--- src/rtl/fp_pkg.sv ---
// Shared single-precision FP definitions for the adder pipeline and related datapaths.
package fp_pkg;

   localparam int unsigned MAN_W = 23;
   localparam int unsigned EXP_W = 8;
   localparam logic [EXP_W-1:0] EXP_MAX = 8'hFF;
   localparam int unsigned BIAS = 127;

   typedef enum logic [1:0] {
      StIdle,
      StNorm,
      StRound,
      StOut
   } norm_state_t;

   // Assemble an IEEE-754 word from its three fields.
   function automatic logic [MAN_W+EXP_W:0] pack_fp(
      input logic             sign,
      input logic [EXP_W-1:0] exp,
      input logic [MAN_W-1:0] frac
   );
      return {sign, exp, frac};
   endfunction

endpackage

--- src/rtl/fp_round_rne.sv ---
// Combinational round-to-nearest-even on a normalized mantissa with a single guard bit.
// Renormalizes on round carry-out and flags exponent saturation (overflow to infinity).
module fp_round_rne
   import fp_pkg::*;
#(
   parameter int unsigned ManW = MAN_W,
   parameter int unsigned ExpW = EXP_W
) (
   input  logic [ManW+1:0] man_i,
   input  logic [ExpW-1:0] exp_i,
   input  logic            guard_i,
   output logic [ManW+1:0] man_o,
   output logic [ExpW-1:0] exp_o,
   output logic            ovf_o
);

   logic [ManW+1:0] man_inc;

   // Guard-only tie handling: increment only when guard and lsb are both set (ties to even).
   always_comb begin
      man_inc = man_i + {{(ManW+1){1'b0}}, (guard_i & man_i[0])};
      man_o   = man_inc;
      exp_o   = exp_i;
      ovf_o   = 1'b0;
      if (exp_i == '1) begin
         // Exponent already saturated by the carry-out shift.
         ovf_o = 1'b1;
      end else begin
         if (man_inc[ManW+1]) begin
            man_o = man_inc >> 1;
            exp_o = exp_i + ExpW'(1);
         end
         ovf_o = (exp_o == '1);
      end
   end

endmodule

--- src/rtl/stage4_normalizer.sv ---
// Final stage of the FP adder: normalizes the raw magnitude sum one bit per cycle,
// rounds to nearest-even, packs the IEEE-754 word and hands it off over valid/ready.
module stage4_normalizer
   import fp_pkg::*;
#(
   parameter int unsigned ManW = MAN_W,
   parameter int unsigned ExpW = EXP_W
) (
   input  logic               clk_i,
   input  logic               rst_ni,
   input  logic               in_valid_i,
   output logic               in_ready_o,
   input  logic [ManW+1:0]    sum_man_i,
   input  logic               sum_sign_i,
   input  logic [ExpW-1:0]    exp_in_i,
   output logic               out_valid_o,
   input  logic               out_ready_i,
   output logic [ManW+ExpW:0] result_o,
   output logic               overflow_o,
   output logic               underflow_o
);

   norm_state_t          state_q;
   logic [ManW+1:0]      man_q;
   logic [ExpW-1:0]      exp_q;
   logic                 sign_q;
   logic                 guard_q;
   logic [ManW+ExpW:0]   result_q;
   logic                 ovf_q;
   logic                 unf_q;

   logic [ManW+1:0]      rnd_man;
   logic [ExpW-1:0]      rnd_exp;
   logic                 rnd_ovf;

   fp_round_rne #(
      .ManW (ManW),
      .ExpW (ExpW)
   ) u_round (
      .man_i   (man_q),
      .exp_i   (exp_q),
      .guard_i (guard_q),
      .man_o   (rnd_man),
      .exp_o   (rnd_exp),
      .ovf_o   (rnd_ovf)
   );

   // Control FSM plus datapath registers; outputs load only when entering StOut.
   always_ff @(posedge clk_i or negedge rst_ni) begin
      if (!rst_ni) begin
         state_q  <= StIdle;
         man_q    <= '0;
         exp_q    <= '0;
         sign_q   <= 1'b0;
         guard_q  <= 1'b0;
         result_q <= '0;
         ovf_q    <= 1'b0;
         unf_q    <= 1'b0;
      end else begin
         unique case (state_q)
            StIdle: begin
               if (in_valid_i) begin
                  man_q   <= sum_man_i;
                  exp_q   <= exp_in_i;
                  sign_q  <= sum_sign_i;
                  guard_q <= 1'b0;
                  state_q <= StNorm;
               end
            end
            StNorm: begin
               // Exponent only decreases while here, so max exponent means a captured Inf/NaN.
               if (exp_q == EXP_MAX) begin
                  result_q <= pack_fp(sign_q, EXP_MAX, man_q[ManW-1:0]);
                  ovf_q    <= 1'b0;
                  unf_q    <= 1'b0;
                  state_q  <= StOut;
               end else if (man_q == '0) begin
                  result_q <= '0;
                  ovf_q    <= 1'b0;
                  unf_q    <= 1'b0;
                  state_q  <= StOut;
               end else if (exp_q == '0) begin
                  result_q <= pack_fp(sign_q, ExpW'(man_q[ManW]), man_q[ManW-1:0]);
                  ovf_q    <= 1'b0;
                  unf_q    <= 1'b0;
                  state_q  <= StOut;
               end else if (man_q[ManW+1]) begin
                  guard_q <= man_q[0];
                  man_q   <= man_q >> 1;
                  exp_q   <= exp_q + ExpW'(1);
                  state_q <= StRound;
               end else if (man_q[ManW]) begin
                  result_q <= pack_fp(sign_q, exp_q, man_q[ManW-1:0]);
                  ovf_q    <= 1'b0;
                  unf_q    <= 1'b0;
                  state_q  <= StOut;
               end else if (exp_q == ExpW'(1)) begin
                  // Cannot shift further without going below the minimum normal exponent.
                  result_q <= pack_fp(sign_q, '0, man_q[ManW-1:0]);
                  ovf_q    <= 1'b0;
                  unf_q    <= 1'b1;
                  state_q  <= StOut;
               end else begin
                  man_q <= man_q << 1;
                  exp_q <= exp_q - ExpW'(1);
               end
            end
            StRound: begin
               if (rnd_ovf) begin
                  result_q <= pack_fp(sign_q, EXP_MAX, '0);
                  ovf_q    <= 1'b1;
               end else begin
                  result_q <= pack_fp(sign_q, rnd_exp, rnd_man[ManW-1:0]);
                  ovf_q    <= 1'b0;
               end
               unf_q   <= 1'b0;
               state_q <= StOut;
            end
            StOut: begin
               if (out_ready_i) begin
                  state_q <= StIdle;
               end
            end
            default: state_q <= StIdle;
         endcase
      end
   end

   // Handshake outputs decode directly from the state register.
   always_comb begin
      in_ready_o  = (state_q == StIdle);
      out_valid_o = (state_q == StOut);
      result_o    = result_q;
      overflow_o  = ovf_q;
      underflow_o = unf_q;
   end

endmodule

--- config.mk ---
export PLATFORM = sky130hd
export DESIGN_NAME = stage4_normalizer
export DESIGN_NICKNAME = d
export VERILOG_FILES = /design/src/rtl/fp_pkg.sv /design/src/rtl/fp_round_rne.sv /design/src/rtl/stage4_normalizer.sv
export SDC_FILE = /design/constraint.sdc
export NUM_CORES = 1
export LEC_CHECK = 0
export ABC_AREA = 1
export BUFFER_PORTS_ARGS = -buffer_cell sky130_fd_sc_hd__buf_2
export CORE_ASPECT_RATIO = 1.2
export CORE_MARGIN = 1
export CORE_UTILIZATION = 50
export DETAILED_ROUTE_END_ITERATION = 7
export PLACE_DENSITY = 0.73
export SLEW_MARGIN = 20
export SYNTH_ARGS = -nofsm -noshare
export SYNTH_HDL_FRONTEND = slang
export SYNTH_HIERARCHICAL = 1
export SYNTH_SLANG_ARGS = --single-unit
--- constraint.sdc ---
create_clock -name clk_i -period 3.4 [get_ports clk_i]
set_input_delay 0.51 -clock clk_i [delete_from_list [all_inputs] [get_ports clk_i]]
set_output_delay 0.51 -clock clk_i [all_outputs]
set_load 0.02 [all_outputs]
==> results.md, run 1 <==
* Largest net degree at the start of global routing at 38
* Setup TNS at 0 ns
* Avg Vias per Cell at 5.47
* Core area at 0.0110 sq mm
* Antenna violations before repair at 0
* Worst-skew pair later-pin latency at 0.34 ns
* Num ports at 74
* Final setup skew at 0.0111 ns
* Wire per inst at 15.5 um
* Crit path DAT at about 3.3 ns
* Clock root cell: clkbuf_16
* CTS buffer count at 9
* Worst Tran Pin Value at 0.661 ns
* Routed WL at 16.5 mm
* RSZ-0062 raised after global routing: false
* Initial Utilization at about 50%
* GRT overflow at 0
* CTS max path bufs at 2
* Sequential share of power at 27.1%
* Cts repair resizes at 0
* CTS tree: done
* DR vias at between 5000 and 6000
* Hpwl dp at around 12 mm
* Max_cap viols at 0
* Internal cell power at 0.00297 W
* First-pass GRT wire length at 27.3 mm
* Hold Path Class: in2async
* Post-route DRC at 0
* Detailed Routing Iterations Pass 1 at 5
* Peak VDD IR at 0.000437 V
* Final slew viol count at 0
* Die Ht at 118 um
* Final Core Density at between 50% and 60%
* Die W at ~99 um
* GP Congestion at around 0.97
* Fmax at 334 MHz
* Slew margin rel. at 55.8%
* GRT Total Usage at 30.0%
* ANT nets after route at 0
* Share of total power in the clock network at between 10 and 15%
* Final setup violation count at 0
* Sw frac at between 50% and 60%
* Status: finished clean
* N_diodes at 0
* Fillers at roughly 1100
* Static leakage at 3.38 nW
* Share of layout cells above drive strength 1 at 15.3%
* Die area at 0.0117 sq mm
* Pwr per Cell Area at 1030 mW/mm^2
* Port bufs at 73
* Mean post-synth cell area at between 6 and 7 sq um
* Area growth syn-to-layout at 11.9%
* CP Max Fanout at 23
* 1st-iter DRT viols at 400
* Mapped Cells at between 800 and 900
* CTS H-tree lvls at 3
* Post-synthesis cell area at ~0.0056 sq mm
* Share of power burned in combinational logic at between 50% and 60%
* Row cnt at 42
* Worst Setup End Kind: flop
* Synth warnings at 6
* Tmin final at 2.99 ns
* Kind of critical path: reg2reg
* CTS clk-pin slew, worst paths at 0.06 ns
* P_sw at roughly 0.0036 W
* Post-cts hold buffer count at 0
* Final hold vios at 0
* Req. time, crit path at 3.67 ns
* Post-CTS setup repair buffer count at 0
* CP Launch Type: flop
* Syn nets at approximately 900
* Total clock sinks at 71
* Final period util at 88.0%
* Vias in the first global route at roughly 5700
* Layout Nets at 974
## critical path: stages (launching register included)
cell and delay [ns]:
dfrtp_1 0.45, nand2_1 0.10, inv_1 0.08, ha_1 0.18
nand2_1 0.10, nor2_4 0.12, nand2_1 0.12, nor2_1 0.27
nand3_1 0.19, nand2_1 0.13, nand2_1 0.06, nand2_1 0.07
nor2_1 0.05, nand3_1 0.06, nand2_1 0.06, or2_2 0.48
o21ai_0 0.21, nand3_1 0.09, nand2_1 0.10
## area by class of cell
class	count	area, sq um	share of cell area (%)
Tap cell	132	165	2.61
Timing Repair Buffer	86	463	7.33
Clock buffer	10	239	3.78
Inverter	105	402	6.36
Sequential cell	71	1780	28.1
Multi-Input combinational cell	654	3230	51.1
Clock inverter	6	42.5	0.674
## layout by cell type (no fill, tap or decap), drive strengths merged
| cell | instances |
|---|---|
| nand2 | 316 |
| inv | 106 |
| o21ai | 94 |
| buf | 86 |
| nand3 | 73 |
| dfrtp | 71 |
| nor2 | 62 |
| xor2 | 24 |
| o22ai | 22 |
| a31oi | 21 |
| clkbuf | 10 |
| ha | 9 |
| nor3 | 8 |
| nand4 | 8 |
| xnor2 | 4 |
| nand3b | 3 |
| clkinv | 3 |
| a21oi | 2 |
| or2 | 2 |
| o211ai | 2 |
| clkinvlp | 2 |
| mux2i | 1 |
| a221oi | 1 |
| mux2 | 1 |
| nor3b | 1 |
## per-stage QoR
stage,instance area [sq um],hold WS (ns),std cells,worst slack [ns],total power [W]
finish,6320,0.165,1064,0.409,0.00652
global route,6320,0.205,1064,0.0227,0.00711
floorplan,5640,0.214,869,0.523,0.00465
detailed placement,6030,0.453,1048,0.464,0.00557
CTS,6320,0.185,1064,0.443,0.00650
global placement,6030,0.451,1048,0.567,0.00554
## path summary, 6_finish.rpt
kind	cells after the start	startpoint	slack, ns	end
worst min-delay path	1	rst_ni	0.16	man_q[12]$_DFFE_PN0P_
worst max register to register	18	man_q[0]$_DFFE_PN0P_	0.41	result_o[19]$_DFFE_PN0P_
min in group clk_i	2	sum_sign_i	0.41	sign_q$_DFFE_PN0P_
max in group asynchronous	2	rst_ni	2.41	man_q[1]$_DFFE_PN0P_
worst min register to register	2	result_o[9]$_DFFE_PN0P_	0.46	result_o[9]$_DFFE_PN0P_
worst max-delay path	18	man_q[0]$_DFFE_PN0P_	0.41	result_o[19]$_DFFE_PN0P_
## state kept, by name, summed over array words and instances, names as in the netlist
| signal | cells |
|---|---|
| result_o | 32 |
| guard_q | 1 |
| state_q | 2 |
| exp_q | 8 |
| sign_q | 1 |
| overflow_o | 1 |
| underflow_o | 1 |
| man_q | 25 |
## per-layer routing
layer | track usage [%] | share of wire, % | vias to the layer above
li1 | - | - | 2903
met1 | 33.6 | 39 | 2660
met2 | 50.5 | 48 | 194
met3 | 4.38 | 4.1 | 64
met4 | 23.7 | 8.3 | 0
met5 | 0 | 0 | -
## power by group through the flow
stage               clock network (W)  logic [W]  registers [W]
global placement                    0    0.00377        0.00177
detailed placement                  0    0.00380        0.00177
CTS                          0.000919    0.00383        0.00176
finish                       0.000909    0.00385        0.00177
floorplan                           0    0.00288        0.00177
global route                 0.000952    0.00434        0.00182
(Power assumes the default switching activity.)
==> run 2, diff against run 1 <==
- CTS_BUF_LIST: default -> sky130_fd_sc_hd__clkbuf_16
==> run 2 against run 1 <==
Combinational power is essentially flat. Global-route usage is the same. Sequential power is essentially flat. Worst hold slack is essentially flat. Count of clock-buffer cells in the layout shrank 1. Routed wire length grew 0.33%. Critical endpoint unchanged. Highest routed layer unchanged.
==> results.md, run 2 (same netlist as run 1, synthesis figures left out) <==
* Status: finished clean
* Initial Utilization at 51.1% (unchanged)
* Avg Vias per Cell at 5.47 (about the same)
* CTS max path bufs at 2 (unchanged)
* Final hold vios at 0 (unchanged)
* Kind of critical path: reg2reg
* Hpwl dp at 12.1 mm (unchanged)
* Peak VDD IR at 0.000437 V (about the same)
* Setup Slack @ Placement at 0.464 ns (unchanged)
* Die area at 0.0117 sq mm (unchanged)
* RR Startpoint: man_q[0]$_DFFE_PN0P_
* Layout Nets at 974 (unchanged)
* ANT nets after route at 0 (unchanged)
* GRT overflow at 0 (unchanged)
* Pwr per Cell Area at 1030 mW/mm^2 (about the same)
* CP Launch Type: flop
* First-pass GRT wire length at 27.3 mm (about the same)
* CTS tree: done
* Fmax at 334 MHz (about the same)
* Placed Cells at 1048 (unchanged)
* R2r worst-path depth at 18 (unchanged)
* Largest register FFs at 32 (unchanged)
* N_diodes at 0 (unchanged)
* Hold Path Class: in2async
* Die W at 99.0 um (unchanged)
* GRT Total Usage at 30.0% (unchanged)
* Antenna violations before repair at 0 (unchanged)
* Layout Cells excl Fill at 1064 (unchanged)
* Worst Tran Pin Value at 0.654 ns (-0.00721 ns)
* Final period util at 87.9% (about the same)
* Crit path launch: man_q[0]$_DFFE_PN0P_
* Core area at 0.0110 sq mm (unchanged)
* Req. time, crit path at 3.67 ns (about the same)
* Static leakage at 3.37 nW (-0.17%)
* Final slew viol count at 0 (unchanged)
* Leading cell types in the layout, fill and taps excluded: nand2_1, inv_1, o21ai_0
* Largest net degree at the start of global routing at 38 (unchanged)
* Fillers at 1137 (+0.26%)
* 1st-iter DRT viols at 388 (-3.0%)
* Commonest non-fill, non-tap cell in the layout: nand2_1
* CTS clk-pin slew, worst paths at 0.06 ns (about the same)
* Post-route DRC at 0 (unchanged)
* Num ports at 74 (unchanged)
* CTS H-tree lvls at 3 (unchanged)
* Detailed Routing Iterations Pass 1 at 5 (unchanged)
* Post-cts hold buffer count at 0 (unchanged)
* Vias in the first global route at 5675 (-0.21%)
* DR vias at 5816 (-0.086%)
* Worst R2R End: result_o[19]$_DFFE_PN0P_
* Crit path DAT at 3.26 ns (about the same)
* Port bufs at 73 (unchanged)
* Clock root cell: clkbuf_16
* Routed WL at 16.6 mm (+0.33%)
* Die Ht at 118 um (unchanged)
* Row cnt at 42 (unchanged)
* Total clock sinks at 71 (unchanged)
* Worst-skew pair later-pin latency at 0.34 ns (about the same)
* Tmin final at 2.99 ns (-0.000651 ns)
* Worst Setup End Kind: flop
* Area growth syn-to-layout at 11.7%
* Slew margin rel. at 56.3% (+0.48 points)
* Post-CTS setup repair buffer count at 0 (unchanged)
* Register area at 0.00178 sq mm (unchanged)
* CP Max Fanout at 23 (unchanged)
* Wire per inst at 15.6 um (+0.33%)
* Final setup skew at 0.0102 ns (-0.000874 ns)
* Reg2Reg Setup Slack at 0.41 ns (about the same)
* Max_cap viols at 0 (unchanged)
* CTS buffer count at 9 (unchanged)
* GP Congestion at 0.972 (unchanged)
* Final setup violation count at 0 (unchanged)
* Share of layout cells above drive strength 1 at 15.2% (-0.11 points)
* RSZ-0062 raised after global routing: false
* Cts repair resizes at 0 (unchanged)
* Setup ws final at 0.410 ns (+0.000651 ns)
* Area of the multi-input gates at 0.00323 sq mm (unchanged)
* Setup TNS at 0 ns (unchanged)
-- run 2: cell count changes in the layout (fill, tap and decap cells not counted), sizes merged --
cell,delta
clkinv,+1
clkbuf,-1
-- run 2: where the power goes --
part | switching [W] | internal (W)
Combinational | 0.00262 | 0.00124
Sequential | 0.000552 | 0.00122
Clock | 0.000388 | 0.000494
Total | 0.00356 | 0.00295
-- run 2: worst max-delay path by stage --
stage                                           to  slack (ns)
after detailed placement  result_o[19]$_DFFE_PN0P_        0.46
final                     result_o[19]$_DFFE_PN0P_        0.41
after CTS                 result_o[19]$_DFFE_PN0P_        0.44
after global placement    result_o[19]$_DFFE_PN0P_        0.57
after floorplan           result_o[10]$_DFFE_PN0P_        0.52
after global routing      result_o[19]$_DFFE_PN0P_        0.02
-- run 2: stage by stage --
stage / hold WS (ns) / instance area, sq um / power, W / util [%]
floorplan: 0.214 / 5640 / 0.00465 / -
global placement: 0.451 / 6030 / 0.00554 / 54.7
detailed placement: 0.453 / 6030 / 0.00557 / 54.7
CTS: 0.186 / 6310 / 0.00648 / 57.1
global route: 0.205 / 6310 / 0.00709 / 57.1
finish: 0.165 / 6310 / 0.00651 / 57.1
-- run 2: area by class of cell --
| class | count | area share [%] |
|---|---|---|
| multi-input cells | 654 | 51.2 |
| well taps | 132 | 2.62 |
| flip-flops and latches | 71 | 28.2 |
| clock inverters | 7 | 0.734 |
| inverters | 105 | 6.37 |
| repair buffers | 86 | 7.34 |
| clock buffers | 9 | 3.57 |
-- run 2: critical path, cell delays in order, from the launching register on --
cell and delay (ns):
dfrtp_1 0.45, nand2_1 0.10, inv_1 0.08, ha_1 0.18, nand2_1 0.10, nor2_4 0.12
nand2_1 0.12, nor2_1 0.27, nand3_1 0.20, nand2_1 0.13, nand2_1 0.05, nand2_1 0.07
nor2_1 0.05, nand3_1 0.06, nand2_1 0.06, or2_2 0.48, o21ai_0 0.22, nand3_1 0.09
nand2_1 0.10
-- run 2: layer usage --
layer | track usage (%) | vias up | wire length (um)
li1 | - | 2904 | -
met1 | 33.7 | 2660 | 6610
met2 | 50.5 | 191 | 7950
met3 | 4.38 | 61 | 691
met4 | 23.7 | 0 | 1340
met5 | 0 | - | 0
==> run 3, diff against run 2 <==
- RECOVER_POWER: default -> 25
==> run 3 against run 2 <==
Sequential power hardly changed. Largest cell class unchanged. Non-clock buffer count stayed put. Global-route usage stayed put. Maximum frequency is 0.12% higher. Final cell count stayed put. Largest power group unchanged. First-iteration DRC count stayed put.
==> results.md, run 3 (same netlist as run 1, synthesis figures left out) <==
* Status: finished clean
* Num ports at 74 (unchanged)
* GP Congestion at 0.972 (unchanged)
* Avg Vias per Cell at 5.48 (+0.19%)
* Static leakage at 3.36 nW (-0.19%)
* Clock root cell: clkbuf_16
* Final slew viol count at 0 (unchanged)
* CTS buffer count at 9 (unchanged)
* RSZ-0062 raised after global routing: false
* Post-CTS setup repair buffer count at 0 (unchanged)
* Total clock sinks at 71 (unchanged)
* Worst Setup End Kind: flop
* Core area at 0.0110 sq mm (unchanged)
* Req. time, crit path at 3.67 ns (about the same)
* Row cnt at 42 (unchanged)
* Post-cts hold buffer count at 0 (unchanged)
* Setup Slack @ Placement at 0.464 ns (unchanged)
* CP Max Fanout at 23 (unchanged)
* Peak VDD IR at 0.000437 V (about the same)
* Tmin final at 2.99 ns (-0.00366 ns)
* Final Core Density at 57.1% (about the same)
* Hpwl dp at 12.1 mm (unchanged)
* CTS tree: done
* Routed WL at 16.6 mm (about the same)
* Die W at 99.0 um (unchanged)
* CP Launch Type: flop
* Final period util at 87.8% (-0.11 points)
* ANT nets after route at 0 (unchanged)
* Largest net degree at the start of global routing at 38 (unchanged)
* Final setup violation count at 0 (unchanged)
* Crit path DAT at 3.26 ns (about the same)
* CTS clk-pin slew, worst paths at 0.06 ns (about the same)
* Largest register FFs at 32 (unchanged)
* Cts repair resizes at 0 (unchanged)
* CTS max path bufs at 2 (unchanged)
* Setup ws final at 0.414 ns (+0.00366 ns)
* Wire per inst at 15.6 um (about the same)
* Commonest non-fill, non-tap cell in the layout: nand2_1
* Hold Path Class: in2reg
* Die Ht at 118 um (unchanged)
* Fmax at 335 MHz (+0.12%)
* GRT Total Usage at 30.0% (unchanged)
* GRT overflow at 0 (unchanged)
* Slew margin rel. at 7.23% (-49 points)
* Crit path launch: man_q[0]$_DFFE_PN0P_
* 1st-iter DRT viols at 388 (unchanged)
* Antenna violations before repair at 0 (unchanged)
* Worst-case hold slack at 0.405 ns (+0.240 ns)
* Worst-skew pair later-pin latency at 0.34 ns (about the same)
* Setup TNS at 0 ns (unchanged)
* N_diodes at 0 (unchanged)
* First-pass GRT wire length at 27.3 mm (unchanged)
* Launch point of the worst hold path: sum_sign_i
* Die area at 0.0117 sq mm (unchanged)
* CTS H-tree lvls at 3 (unchanged)
* Initial Utilization at 51.1% (unchanged)
* Vias in the first global route at 5675 (unchanged)
* RR Startpoint: man_q[0]$_DFFE_PN0P_
* Pwr per Cell Area at 1030 mW/mm^2 (about the same)
* Final hold vios at 0 (unchanged)
* Max_cap viols at 0 (unchanged)
* Port bufs at 73 (unchanged)
* Leading cell types in the layout, fill and taps excluded: nand2_1, inv_1, o21ai_0
* DR vias at 5827 (+0.19%)
* Share of layout cells above drive strength 1 at 15.0% (-0.21 points)
* Total Power at 0.00651 W (about the same)
* Detailed Routing Iterations Pass 1 at 5 (unchanged)
* Post-route DRC at 0 (unchanged)
* Kind of critical path: reg2reg
* Area growth syn-to-layout at 11.6% (about the same)
* Final setup skew at 0.0106 ns (+0.000392 ns)
* Worst Tran Pin Value at 1.39 ns (+0.738 ns)
* Layout Nets at 974 (unchanged)
-- run 3: cell count changes in the layout (fill, tap and decap cells not counted), sizes merged --
cell	delta
clkbuf	+2
buf	-2
-- run 3: layer usage --
| metal | vias up | global-route usage, % | routed length [um] |
|---|---|---|---|
| li1 | 2905 | - | - |
| met1 | 2664 | 33.7 | 6590 |
| met2 | 195 | 50.5 | 7930 |
| met3 | 63 | 4.38 | 713 |
| met4 | 0 | 23.7 | 1360 |
| met5 | - | 0 | 0 |
-- run 3: final cells by class --
| class | instances | area, sq um |
|---|---|---|
| fill | 1138 | 4730 |
| multi-input combinational | 654 | 3230 |
| sequential | 71 | 1780 |
| timing repair buffer | 86 | 458 |
| inverter | 105 | 402 |
| clock buffer | 9 | 225 |
| tap | 132 | 165 |
| clock inverter | 7 | 46.3 |
-- run 3: metrics by stage --
stage               cell area (sq um)  std cells
CTS                              6310       1064
global placement                 6030       1048
detailed placement               6030       1048
finish                           6300       1064
global route                     6300       1064
floorplan                        5640        869
-- run 3: critical path: stages, from the launching register on --
cell and delay (ns):
dfrtp_1 0.45, nand2_1 0.10, inv_1 0.08, ha_1 0.18, nand2_1 0.10, nor2_4 0.12, nand2_1 0.12, nor2_1 0.27
nand3_1 0.19, nand2_1 0.13, nand2_1 0.05, nand2_1 0.07, nor2_1 0.05, nand3_1 0.06, nand2_1 0.06, or2_2 0.48
o21ai_0 0.22, nand3_1 0.09, nand2_1 0.10
-- run 3: final timing paths --
check,to,cells past startpoint,slack (ns)
max,result_o[19]$_DFFE_PN0P_,18,0.41
min,sign_q$_DFFE_PN0P_,2,0.40
max reg2reg,result_o[19]$_DFFE_PN0P_,18,0.41
min reg2reg,result_o[9]$_DFFE_PN0P_,2,0.46
max in group asynchronous,result_o[1]$_DFFE_PN0P_,2,1.30
min in group asynchronous,man_q[12]$_DFFE_PN0P_,1,0.48
-- run 3: power breakdown --
group          internal, W  total (W)  switching [W]
clock             0.000494   0.000884       0.000390
combinational      0.00124    0.00385        0.00262
sequential         0.00122    0.00177       0.000553
total              0.00295    0.00651        0.00356
